$ cat config.mk
export PLATFORM = sky130hd
export DESIGN_NAME = vga_text_avl_writer
export DESIGN_NICKNAME = d
export VERILOG_FILES = /design/src/rtl/vga_text_avl_writer.sv
export SDC_FILE = /design/constraint.sdc
export NUM_CORES = 1
export LEC_CHECK = 0
export BUFFER_PORTS_ARGS = -buffer_cell sky130_fd_sc_hd__buf_4
export CORE_MARGIN = 2
export CORE_UTILIZATION = 36
export CTS_CLUSTER_DIAMETER = 200
export CTS_CLUSTER_SIZE = 25
export DETAILED_ROUTE_END_ITERATION = 10
export PLACE_DENSITY = 0.64
export SYNTH_ARGS = -nofsm -noshare
export SYNTH_HDL_FRONTEND = slang
export SYNTH_SLANG_ARGS = --single-unit
$ cat constraint.sdc
create_clock -name CLK -period 3.5 [get_ports CLK]
set_clock_uncertainty 0.1 [all_clocks]
set_input_delay 0.525 -clock CLK [delete_from_list [all_inputs] [get_ports CLK]]
set_output_delay 0.525 -clock CLK [all_outputs]
set_load 0.01 [all_outputs]
$ cat src/rtl/vga_text_avl_writer.sv
// Avalon-MM master that turns character-put, screen-clear and palette commands
// into byte-enabled transfers into the VGA text display's VRAM and palette.
module vga_text_avl_writer #(
  parameter int          COLS     = 80,
  parameter int          ROWS     = 30,
  parameter logic [11:0] PAL_BASE = 12'h800
) (
  input  logic        CLK,
  input  logic        RESET,
  input  logic        CMD_VALID,
  output logic        CMD_READY,
  input  logic [1:0]  CMD_OP,
  input  logic [6:0]  CMD_X,
  input  logic [4:0]  CMD_Y,
  input  logic [7:0]  CMD_CHAR,
  input  logic [7:0]  CMD_ATTR,
  input  logic [31:0] CMD_DATA,
  output logic        RSP_VALID,
  output logic        RSP_ERR,
  output logic [31:0] RSP_DATA,
  output logic [11:0] AVM_ADDR,
  output logic        AVM_CS,
  output logic        AVM_READ,
  output logic        AVM_WRITE,
  output logic [3:0]  AVM_BYTE_EN,
  output logic [31:0] AVM_WRITEDATA,
  input  logic [31:0] AVM_READDATA,
  input  logic        AVM_WAITREQUEST
);
  localparam logic [1:0]  OP_PUT   = 2'd0;
  localparam logic [1:0]  OP_CLEAR = 2'd1;
  localparam logic [1:0]  OP_PWR   = 2'd2;
  localparam logic [1:0]  OP_PRD   = 2'd3;
  localparam logic [6:0]  LP_COLS  = 7'(COLS);
  localparam logic [4:0]  LP_ROWS  = 5'(ROWS);
  localparam logic [10:0] LP_LAST  = 11'(COLS * ROWS / 2 - 1);

  typedef enum logic [2:0] {S_IDLE, S_WR, S_RD, S_CLR, S_DONE} state_t;

  state_t      r_state, w_nxt;
  logic        w_acc;
  logic [11:0] w_idx;
  logic        w_oor;
  logic [15:0] w_entry;
  logic [11:0] w_pal_addr;
  logic [11:0] r_addr;
  logic [3:0]  r_be;
  logic [31:0] r_wdata;
  logic [31:0] r_rdata;
  logic [10:0] r_cnt;
  logic        r_err;

  assign w_idx      = 12'(CMD_Y) * 12'(COLS) + 12'(CMD_X);
  assign w_oor      = (CMD_X >= LP_COLS) || (CMD_Y >= LP_ROWS);
  assign w_entry    = {CMD_CHAR, CMD_ATTR};
  assign w_pal_addr = PAL_BASE | {9'd0, CMD_DATA[2:0]};

  assign CMD_READY     = (r_state == S_IDLE);
  assign AVM_WRITE     = (r_state == S_WR) || (r_state == S_CLR);
  assign AVM_READ      = (r_state == S_RD);
  assign AVM_CS        = AVM_WRITE | AVM_READ;
  assign AVM_ADDR      = r_addr;
  assign AVM_BYTE_EN   = r_be;
  assign AVM_WRITEDATA = r_wdata;
  assign RSP_VALID     = (r_state == S_DONE);
  assign RSP_ERR       = RSP_VALID & r_err;
  assign RSP_DATA      = r_rdata;

  always_ff @(posedge CLK) begin
    if (!RESET) r_state <= S_IDLE;
    else        r_state <= w_nxt;
  end

  always_comb begin
    w_nxt = r_state;
    w_acc = 1'b0;
    case (r_state)
      S_IDLE: if (CMD_VALID) begin
        w_acc = 1'b1;
        case (CMD_OP)
          OP_PUT:   w_nxt = w_oor ? S_DONE : S_WR;
          OP_CLEAR: w_nxt = S_CLR;
          OP_PWR:   w_nxt = S_WR;
          default:  w_nxt = S_RD;
        endcase
      end
      S_WR, S_RD: if (!AVM_WAITREQUEST) w_nxt = S_DONE;
      S_CLR:      if (!AVM_WAITREQUEST && r_cnt == LP_LAST) w_nxt = S_DONE;
      S_DONE:     w_nxt = S_IDLE;
      default:    w_nxt = S_IDLE;
    endcase
  end

  // Bus registers only move on accept or on a completed (non-stalled) beat,
  // which keeps them stable for the whole of any wait-request stall.
  always_ff @(posedge CLK) begin
    if (!RESET) begin
      r_addr  <= '0;
      r_be    <= '0;
      r_wdata <= '0;
      r_rdata <= '0;
      r_cnt   <= '0;
      r_err   <= 1'b0;
    end else begin
      if (w_acc) begin
        r_err   <= 1'b0;
        r_rdata <= '0;
        r_cnt   <= '0;
        case (CMD_OP)
          OP_PUT: begin
            r_addr  <= {1'b0, w_idx[11:1]};
            r_be    <= w_idx[0] ? 4'b1100 : 4'b0011;
            r_wdata <= w_idx[0] ? {w_entry, 16'h0} : {16'h0, w_entry};
            r_err   <= w_oor;
          end
          OP_CLEAR: begin
            r_addr  <= '0;
            r_be    <= 4'b1111;
            r_wdata <= {w_entry, w_entry};
          end
          OP_PWR: begin
            r_addr  <= w_pal_addr;
            r_be    <= 4'b1111;
            r_wdata <= CMD_DATA;
          end
          default: begin
            r_addr  <= w_pal_addr;
            r_be    <= 4'b1111;
          end
        endcase
      end
      if (r_state == S_CLR && !AVM_WAITREQUEST) begin
        r_cnt  <= r_cnt + 11'd1;
        r_addr <= {1'b0, r_cnt + 11'd1};
      end
      if (r_state == S_RD && !AVM_WAITREQUEST) r_rdata <= AVM_READDATA;
    end
  end
endmodule

# Yosys cells after proc, flatten, opt, wreduce, memory -nomap -nowiden
# Cells that the tools add are included.
# word_totals
rom_bits,0
elab_cells,61
ramBits,0
ff_bits,95
latchBits,0
n_memories,0
# op_classes
eq_ne,10
shift,0
n_mux,20
bitwise,3
mul,1
reduce_logical,15
n_lt_le_gt_ge,2
n_div,0
addsub,2
# ops
cell,n
$mux 32,3
$pmux 32 s3,1
$mux 11,4
$pmux 12 s2,1
$pmux 3 s3,2
$add 12x7->12,1
$mux 3,4
$add 11x1->11 const B,1
$eq 11x11->1 const B,1
$mul 5x3->8 const B,1
$mux 4,2
$ge 7x7->1 const B,1
$eq 3x2->1 const B,2
$ne 2x2->1 const B,3
$ge 5x5->1 const B,1
$reduce_bool 2->1,2
$reduce_or 2->1,2
$eq 3x1->1 const B,1
$eq 3x3->1 const B,1
$logic_and 1x1->1,3
$logic_not 3->1,1
$mux 1,3
$reduce_and 3->1,1
$reduce_bool 3->1,1
9 further kinds,10

# Longest topological paths before layout
# Gate-level depths: netlist (run 1).
# logic_depth
word_depth,6
ltp_mapped,9
depth_no_buf,9

# Least setup slack after synthesis (run 1)
# OpenSTA, ideal clock, no wires.
# synth_timing
kind,input to register
from,input port CMD_Y[1]
to,"register r_addr[8], in the netlist AVM_ADDR[8]"
path_stages,9
arrival_time_ps,2130
required_ps,3284
path_buffers,0
slack_ps,1154
cell_sequence,ha_1 -> ha_1 -> inv_1 -> fa_1 -> inv_1 -> o2111a_1 -> xnor2_1 -> o221ai_1 -> o211a_1
# synth_via
elab_chain_len,5
# synth_lines
item,line,rtl
start: declaration,14,"input logic [4:0] CMD_Y,"
$mul 5x3->8,53,assign w_idx = 12'(CMD_Y) * 12'(COLS) + 12'(CMD_X);
$add 12x7->12,53,
$pmux 12 s2,109,case (CMD_OP)
$mux 11,105,if (w_acc) begin
$mux 11,132,if (r_state == S_CLR && !AVM_WAITREQUEST) begin
end signal: assignment,111,"r_addr <= {1'b0, w_idx[11:1]};"
end signal: assignment,122,r_addr <= w_pal_addr;
end signal: assignment,134,"r_addr <= {1'b0, r_cnt + 11'd1};"
end: declaration,46,logic [11:0] r_addr;
# Every way passes these cells. The select of a mux whose other input is x is not followed.
# A chain may end at the register's enable or synchronous reset.

# Final worst setup path (run 1)
# layout_timing
from,input port CMD_Y[1]
to,"register r_addr[9], in the netlist AVM_ADDR[9]"
# The elaborated chain is that of the path after synthesis.

==> results.py, run 1 <==
metrics = {
    "layout": {
        "finish.cell_count_without_fillers": 901,
        "area_grow_syn2layout_pct": 35.6,
        "final_net_count": 834,
        "utilization_pct": 50.2,
        "insertedDiodeCount": 0,
        "postLayoutCellArea_sq_mm": 0.00670,
        "drive_above_1_share_pct": 29.7,
        "filler_cell_count": 1305,
    },
    "yosys": {
        "syn_nets": 687,
        "synth_seq_area_share_pct": 37.7,
        "postSynth.asyncResetShare_pct": 0,
        "yosysMostFrequentCell": "dfxtp_1",
        "postSynthRegisterBits": 93,
        "synth-edff-count": 0,
        "dominantRegCellSynth": "dfxtp_1",
        "syn_area_per_cell_sq_um": 8.63,
        "synthDominantCellAreaShare_pct": 37.7,
        "synth_common_cells": "93 x dfxtp_1, 89 x nand2_1, 41 x clkbuf_1, 41 x nand3_1, 38 x o211a_1",
        "netlist.top_cell.by_area": "dfxtp_1",
        "syn-instance-count": 573,
        "ys.warnings.count": 0,
        "post_synth_main_area_contributors": "dfxtp_1 38%, o211a_1 7.7%, nand2_1 6.8%",
        "synthDistinctLibCells": 53,
        "synth_area_sq_mm": 0.00494,
    },
    "worst_hold_path": {
        "min-delay-start": "AVM_READDATA[31]",
        "type_of_the_worst_min_delay_path": "in2reg",
    },
    "place": {
        "dpl_cell_area_sq_mm": 0.00638,
        "numPortBuffers": 183,
        "place_congestion": 0.812,
        "place_inst": 885,
        "dp_hpwl_um": 10800,
        "pre_cts_setup_slack_ns": 0.835,
    },
    "sta": {
        "finalCriticalPeriod_ns": 2.30,
        "least_margin_pin_slew_ns": 1.16,
        "portion_of_the_clock_cycle_consumed_by_the_worst_path_in_the_final_layout_pct": 65.7,
        "max_clock_freq_mhz": 435,
        "finalSetupViolations": 0,
        "grt_setup_unrepaired": "no",
        "fin_ws_ns": 1.20,
        "pins_over_slew_limit": 0,
        "final_hold_viol_count": 0,
        "max_slew_headroom_pct": 23.0,
        "finalSetupTns_ns": 0,
        "fin_hold_ws_ns": 0.341,
    },
    "global_route": {
        "grt_antenna_before_repair": 0,
        "global_route_wire_length_before_repair_um": 24100,
        "first_global_vias": 4770,
        "globalRouteTotalUtil_pct": 20.4,
        "grt_total_ovfl": 0,
        "maximum_number_of_pins_on_one_net_before_global_route_repair": 94,
    },
    "clocking": {
        "cts.repair_timing.setup_buffer_count": 0,
        "clock-root-buffer": "clkbuf_16",
        "ctsLongestPathBuffers": 2,
        "cts_num_sinks": 93,
        "cts.repair.resized": 0,
        "post_cts_hold_fix_bufs": 0,
        "clkLatencyLatePin_ns": 0.34,
        "maximum_level_of_the_cts_h_tree": 3,
        "tritoncts": "done",
        "clk_pin_slew_worst_paths_ns": 0.07,
        "cts_made_buffers": 9,
    },
    "die": {
        "die_h_um": 121,
        "placementRows": 42,
        "die_w_um": 121,
        "std_cell_core_area_sq_mm": 0.0133,
        "top_level_ports": 184,
        "die_area_sq_mm": 0.0147,
        "starting_density_pct": 37.0,
    },
    "power": {
        "total_leakage_power_nw": 3.19,
        "power.combinational.fraction_pct": 25.4,
        "power.share.clock_pct": 34.8,
        "seqPwrFrac_pct": 39.8,
        "total_power_mw": 3.04,
        "p_sw_share_pct": 29.3,
        "cellPowerDensity_mw_per_mm2": 453,
        "p_sw_uw": 891,
        "power.internal_mw": 2.15,
        "vdd_ir_drop_max_uv": 198,
    },
    "setup_path": {
        "critPathLaunchType": "primary input",
        "timing.critical_path.required_ns": 3.67,
        "critPathTopFamily": "adder cells",
        "cpPeakStageDelay_ns": 0.39,
        "timing.critical_path.fanout_max": 4,
        "worstPathBufferInverterCount": 2,
        "critPathArrivalTime_ns": 2.47,
        "critical_path.cell_chain": "buf_4, ha_1, ha_1, inv_1, fa_1, xnor2_1, o2111ai_1, xor3_1, nand2_1, a31oi_1",
        "timing_worst_setup_path_type": "in2reg",
        "timing.critical_path.slowest_stage_cell": "fa_1",
        "setup.worst_path.start": "CMD_Y[1]",
        "timing.critical_path.mode_cell": "ha_1",
        "r2r_start": "r_state[0]",
        "worstSetupEndpointType": "flip-flop",
    },
    "detailed_routing": {
        "drc_errors": 0,
        "wl_per_cell_um": 16.8,
        "drt-total-wl_um": 15100,
        "drtAntennaViolNets": 0,
        "vias_per_cell": 5.50,
        "num_vias": 4954,
        "detail_route.iter0.violations": 319,
        "dr.pass1.iters": 5,
    },
    "outcome": {
        "status": "completed",
    },
    "flow_run": {
        "drv_cap": 0,
    },
}
## cell usage in the layout, fill, tap and decap left out, types with 3 or more instances in the layout
cell type and n:
nor3_2 3, a22oi_1 30, a221oi_1 4, nand4_1 3
xor2_1 5, o211ai_1 4, nor2b_1 12, o21ai_0 19
dfxtp_1 93, nand3b_1 5, inv_1 10, xnor2_1 10
o211a_1 38, a21o_1 5, ha_1 14, and2_1 3
a21oi_1 13, clkbuf_16 9, nand3_1 41, nor2_1 10
nand2_1 89, buf_4 191, a21boi_0 36, a31oi_1 4
nor3_1 3, and3_1 3, a22o_1 30
## registers in the layout, summed over array words and instances, names as in the netlist
signal	count
r_state	3
AVM_ADDR	12
AVM_WRITEDATA	32
AVM_BYTE_EN	2
RSP_DATA	32
r_err	1
r_cnt	11
## power groups by stage
stage                     clock (mW)  sequential, mW  combinational (mW)
after floorplan                    0            1.25               0.397
after global placement             0            1.23               0.757
after detailed placement           0            1.23               0.771
after CTS                       1.09            1.21               0.775
after global routing            1.14            1.22               0.847
final                           1.06            1.21               0.771
## final cells by class
type / count / area (sq um) / area share (%)
flip-flops and latches: 93 / 1860 / 27.8
clock inverters: 7 / 97.6 / 1.46
multi-input cells: 414 / 2810 / 41.9
inverters: 10 / 37.5 / 0.560
clock buffers: 9 / 225 / 3.36
repair buffers: 192 / 1450 / 21.7
well taps: 176 / 220 / 3.28
## routing by layer
layer / wire length [um] / vias to the layer above / part of all wire (%) / GRT usage [%]
li1: - / 2383 / - / -
met1: 6620 / 2359 / 44 / 26.7
met2: 7020 / 194 / 46 / 33.1
met3: 1240 / 18 / 8.2 / 4.75
met4: 248 / 0 / 1.6 / 6.75
met5: 0 / - / 0 / 0
## worst paths after layout
| path | slack [ns] | endpoint | cells past startpoint |
|---|---|---|---|
| setup / recovery | 1.20 | AVM_ADDR[9] | 10 |
| hold / removal | 0.34 | RSP_DATA[31] | 3 |
| setup reg to reg | 1.25 | r_cnt[6] | 4 |
| hold reg to reg | 0.36 | AVM_ADDR[11] | 2 |
## cells by family after synthesis
kind of cell    count (synthesis)  share of synthesized area (%)
flops                          93                           37.7
simple gates                  189                           18.6
fa+ha+maj                      16                           4.35
buf+inv                        66                           5.75
xor+xnor                       16                           3.14
compound gates                193                           30.5
## worst min-delay path: cells and delay by family
kind	cells	cell delay (ns)
simple gates	1	0.04
compound gates	1	0.06
buf+inv	1	0.11
(Power assumes the default switching activity.)
==> run 2, diff against run 1 <==
--- a/config.mk
+++ b/config.mk
@@ -11,7 +11,7 @@
 export CTS_CLUSTER_DIAMETER = 200
 export CTS_CLUSTER_SIZE = 25
 export DETAILED_ROUTE_END_ITERATION = 10
-export PLACE_DENSITY = 0.64
+export PLACE_DENSITY = 0.67
 export SYNTH_ARGS = -nofsm -noshare
 export SYNTH_HDL_FRONTEND = slang
 export SYNTH_SLANG_ARGS = --single-unit
==> constraint.sdc (replaced) <==
create_clock -name CLK -period 2.05 [get_ports CLK]
set_clock_uncertainty 0.1 [all_clocks]
set_input_delay 0.3075 -clock CLK [delete_from_list [all_inputs] [get_ports CLK]]
set_output_delay 0.3075 -clock CLK [all_outputs]
set_load 0.01 [all_outputs]
==> run 2 against run 1 <==
Against the previous run: setup slack lost 1.1 ns; total power grew 75%; worst hold slack lost 0.23 ns; flip-flop and latch count is the same; die area is the same; global-route usage grew 0.34 points; clock power grew 74%; sequential power grew 70%; cell area grew 3.8%; sequential share of layout area shrank 1.0 points; cell count grew 2.8%.
==> results.py, run 2 (synthesis results as in run 1) <==
metrics = {
    "outcome": {
        "status": "completed",
    },
    "sta": {
        "finalSetupViolations": 0,
        "max_slew_headroom_pct": 28.5,
        "portion_of_the_clock_cycle_consumed_by_the_worst_path_in_the_final_layout_pct": 95.1,
        "finalSetupTns_ns": 0,
        "final_hold_viol_count": 0,
        "least_margin_pin_slew_ns": 1.07,
        "grt_setup_unrepaired": "no",
        "pins_over_slew_limit": 0,
        "finalCriticalPeriod_ns": 1.95,
        "max_clock_freq_mhz": 513,
    },
    "die": {
        "die_h_um": 121,
        "placementRows": 42,
        "std_cell_core_area_sq_mm": 0.0133,
        "die_area_sq_mm": 0.0147,
        "top_level_ports": 184,
        "die_w_um": 121,
        "starting_density_pct": 37.0,
    },
    "global_route": {
        "grt_total_ovfl": 0,
        "global_route_wire_length_before_repair_um": 24400,
        "globalRouteTotalUtil_pct": 20.7,
        "first_global_vias": 4849,
        "maximum_number_of_pins_on_one_net_before_global_route_repair": 43,
        "grt_antenna_before_repair": 0,
    },
    "clocking": {
        "clock-root-buffer": "clkbuf_16",
        "cts_num_sinks": 93,
        "clk_pin_slew_worst_paths_ns": 0.07,
        "cts_made_buffers": 9,
        "post_cts_hold_fix_bufs": 0,
        "ctsLongestPathBuffers": 2,
        "cts.repair.resized": 0,
        "clkLatencyLatePin_ns": 0.35,
        "maximum_level_of_the_cts_h_tree": 3,
        "tritoncts": "done",
        "cts.repair_timing.setup_buffer_count": 0,
    },
    "layout": {
        "drive_above_1_share_pct": 32.8,
        "area_grow_syn2layout_pct": 40.7,
        "utilization_pct": 52.1,
        "finish.cell_count_without_fillers": 926,
        "mostFrequentLayoutCell": "buf_4",
        "final-seq-area_sq_mm": 0.00186,
        "final_net_count": 859,
        "multi_input_area_sq_mm": 0.00285,
        "filler_cell_count": 1271,
        "most-common-layout-cells": "214 x buf_4, 93 x dfxtp_1, 89 x nand2_1",
        "insertedDiodeCount": 0,
    },
    "detailed_routing": {
        "wl_per_cell_um": 16.7,
        "vias_per_cell": 5.50,
        "drc_errors": 0,
        "drtAntennaViolNets": 0,
        "num_vias": 5092,
        "drt-total-wl_um": 15500,
        "detail_route.iter0.violations": 351,
        "dr.pass1.iters": 6,
    },
    "power": {
        "total_leakage_power_nw": 3.34,
        "vdd_ir_drop_max_uv": 302,
        "total_power_mw": 5.32,
        "cellPowerDensity_mw_per_mm2": 764,
    },
    "place": {
        "numPortBuffers": 183,
        "dp_hpwl_um": 11500,
        "place_congestion": 0.869,
        "place_inst": 910,
    },
    "setup_path": {
        "timing.critical_path.required_ns": 2.23,
        "critPathArrivalTime_ns": 2.13,
        "worstSetupEndpointType": "flip-flop",
        "critPathLaunchType": "flip-flop",
        "timing.critical_path.fanout_max": 5,
        "timing_worst_setup_path_type": "reg2reg",
    },
    "worst_hold_path": {
        "type_of_the_worst_min_delay_path": "in2reg",
    },
    "flow_run": {
        "drv_cap": 0,
    },
}
-- run 2: changes by cell type in the layout (fill, tap and decap cells not counted), sizes merged --
cell    change
buf        +25
clkinv      -1
clkbuf      +2
inv         -1
-- run 2: where the power goes --
part           internal [mW]  switching [mW]  total, mW  leakage (nW)
combinational          0.706           0.717       1.42          2.43
sequential              1.96          0.0960       2.06         0.759
clock                   1.10           0.733       1.84         0.152
-- run 2: worst max-delay path, stage by stage, from the launching register on --
cell and delay, ns:
dfxtp_1 0.38, ha_1 0.27, nand3_1 0.17, nor3_4 0.21
o22ai_2 0.12, or4b_1 0.50, a21boi_1 0.13
-- run 2: layout make-up --
type	instances	share of cell area [%]
multi-input combinational	414	40.9
sequential	93	26.8
tap	176	3.16
timing repair buffer	217	24.0
clock buffer	11	3.49
clock inverter	5	1.20
inverter	10	0.539
-- run 2: worst paths after layout --
kind | start | end | slack [ns] | depth (start not counted)
max | r_cnt[1] | r_state[0] | 0.10 | 6
min | AVM_READDATA[18] | RSP_DATA[18] | 0.12 | 3
max reg2reg | r_cnt[1] | r_state[0] | 0.10 | 6
min reg2reg | AVM_ADDR[11] | AVM_ADDR[11] | 0.37 | 2
-- run 2: metal layers --
metal	wire (um)	track usage (%)
met5	0	0
met4	316	7.11
met3	1330	5.59
met2	7170	33.3
met1	6660	26.8
-- run 2: stage by stage --
| stage | hold slack, ns | area [sq um] | setup slack (ns) |
|---|---|---|---|
| 2_1_floorplan | 0.352 | 4970 | 0.0119 |
| 3_3_place_gp | 0.356 | 6620 | -0.163 |
| 3_5_place_dp | 0.362 | 6620 | -0.224 |
| 4_1_cts | 0.103 | 6950 | 0.0677 |
| 5_1_grt | 0.119 | 6960 | 0.0126 |
| 6_report | 0.115 | 6960 | 0.101 |
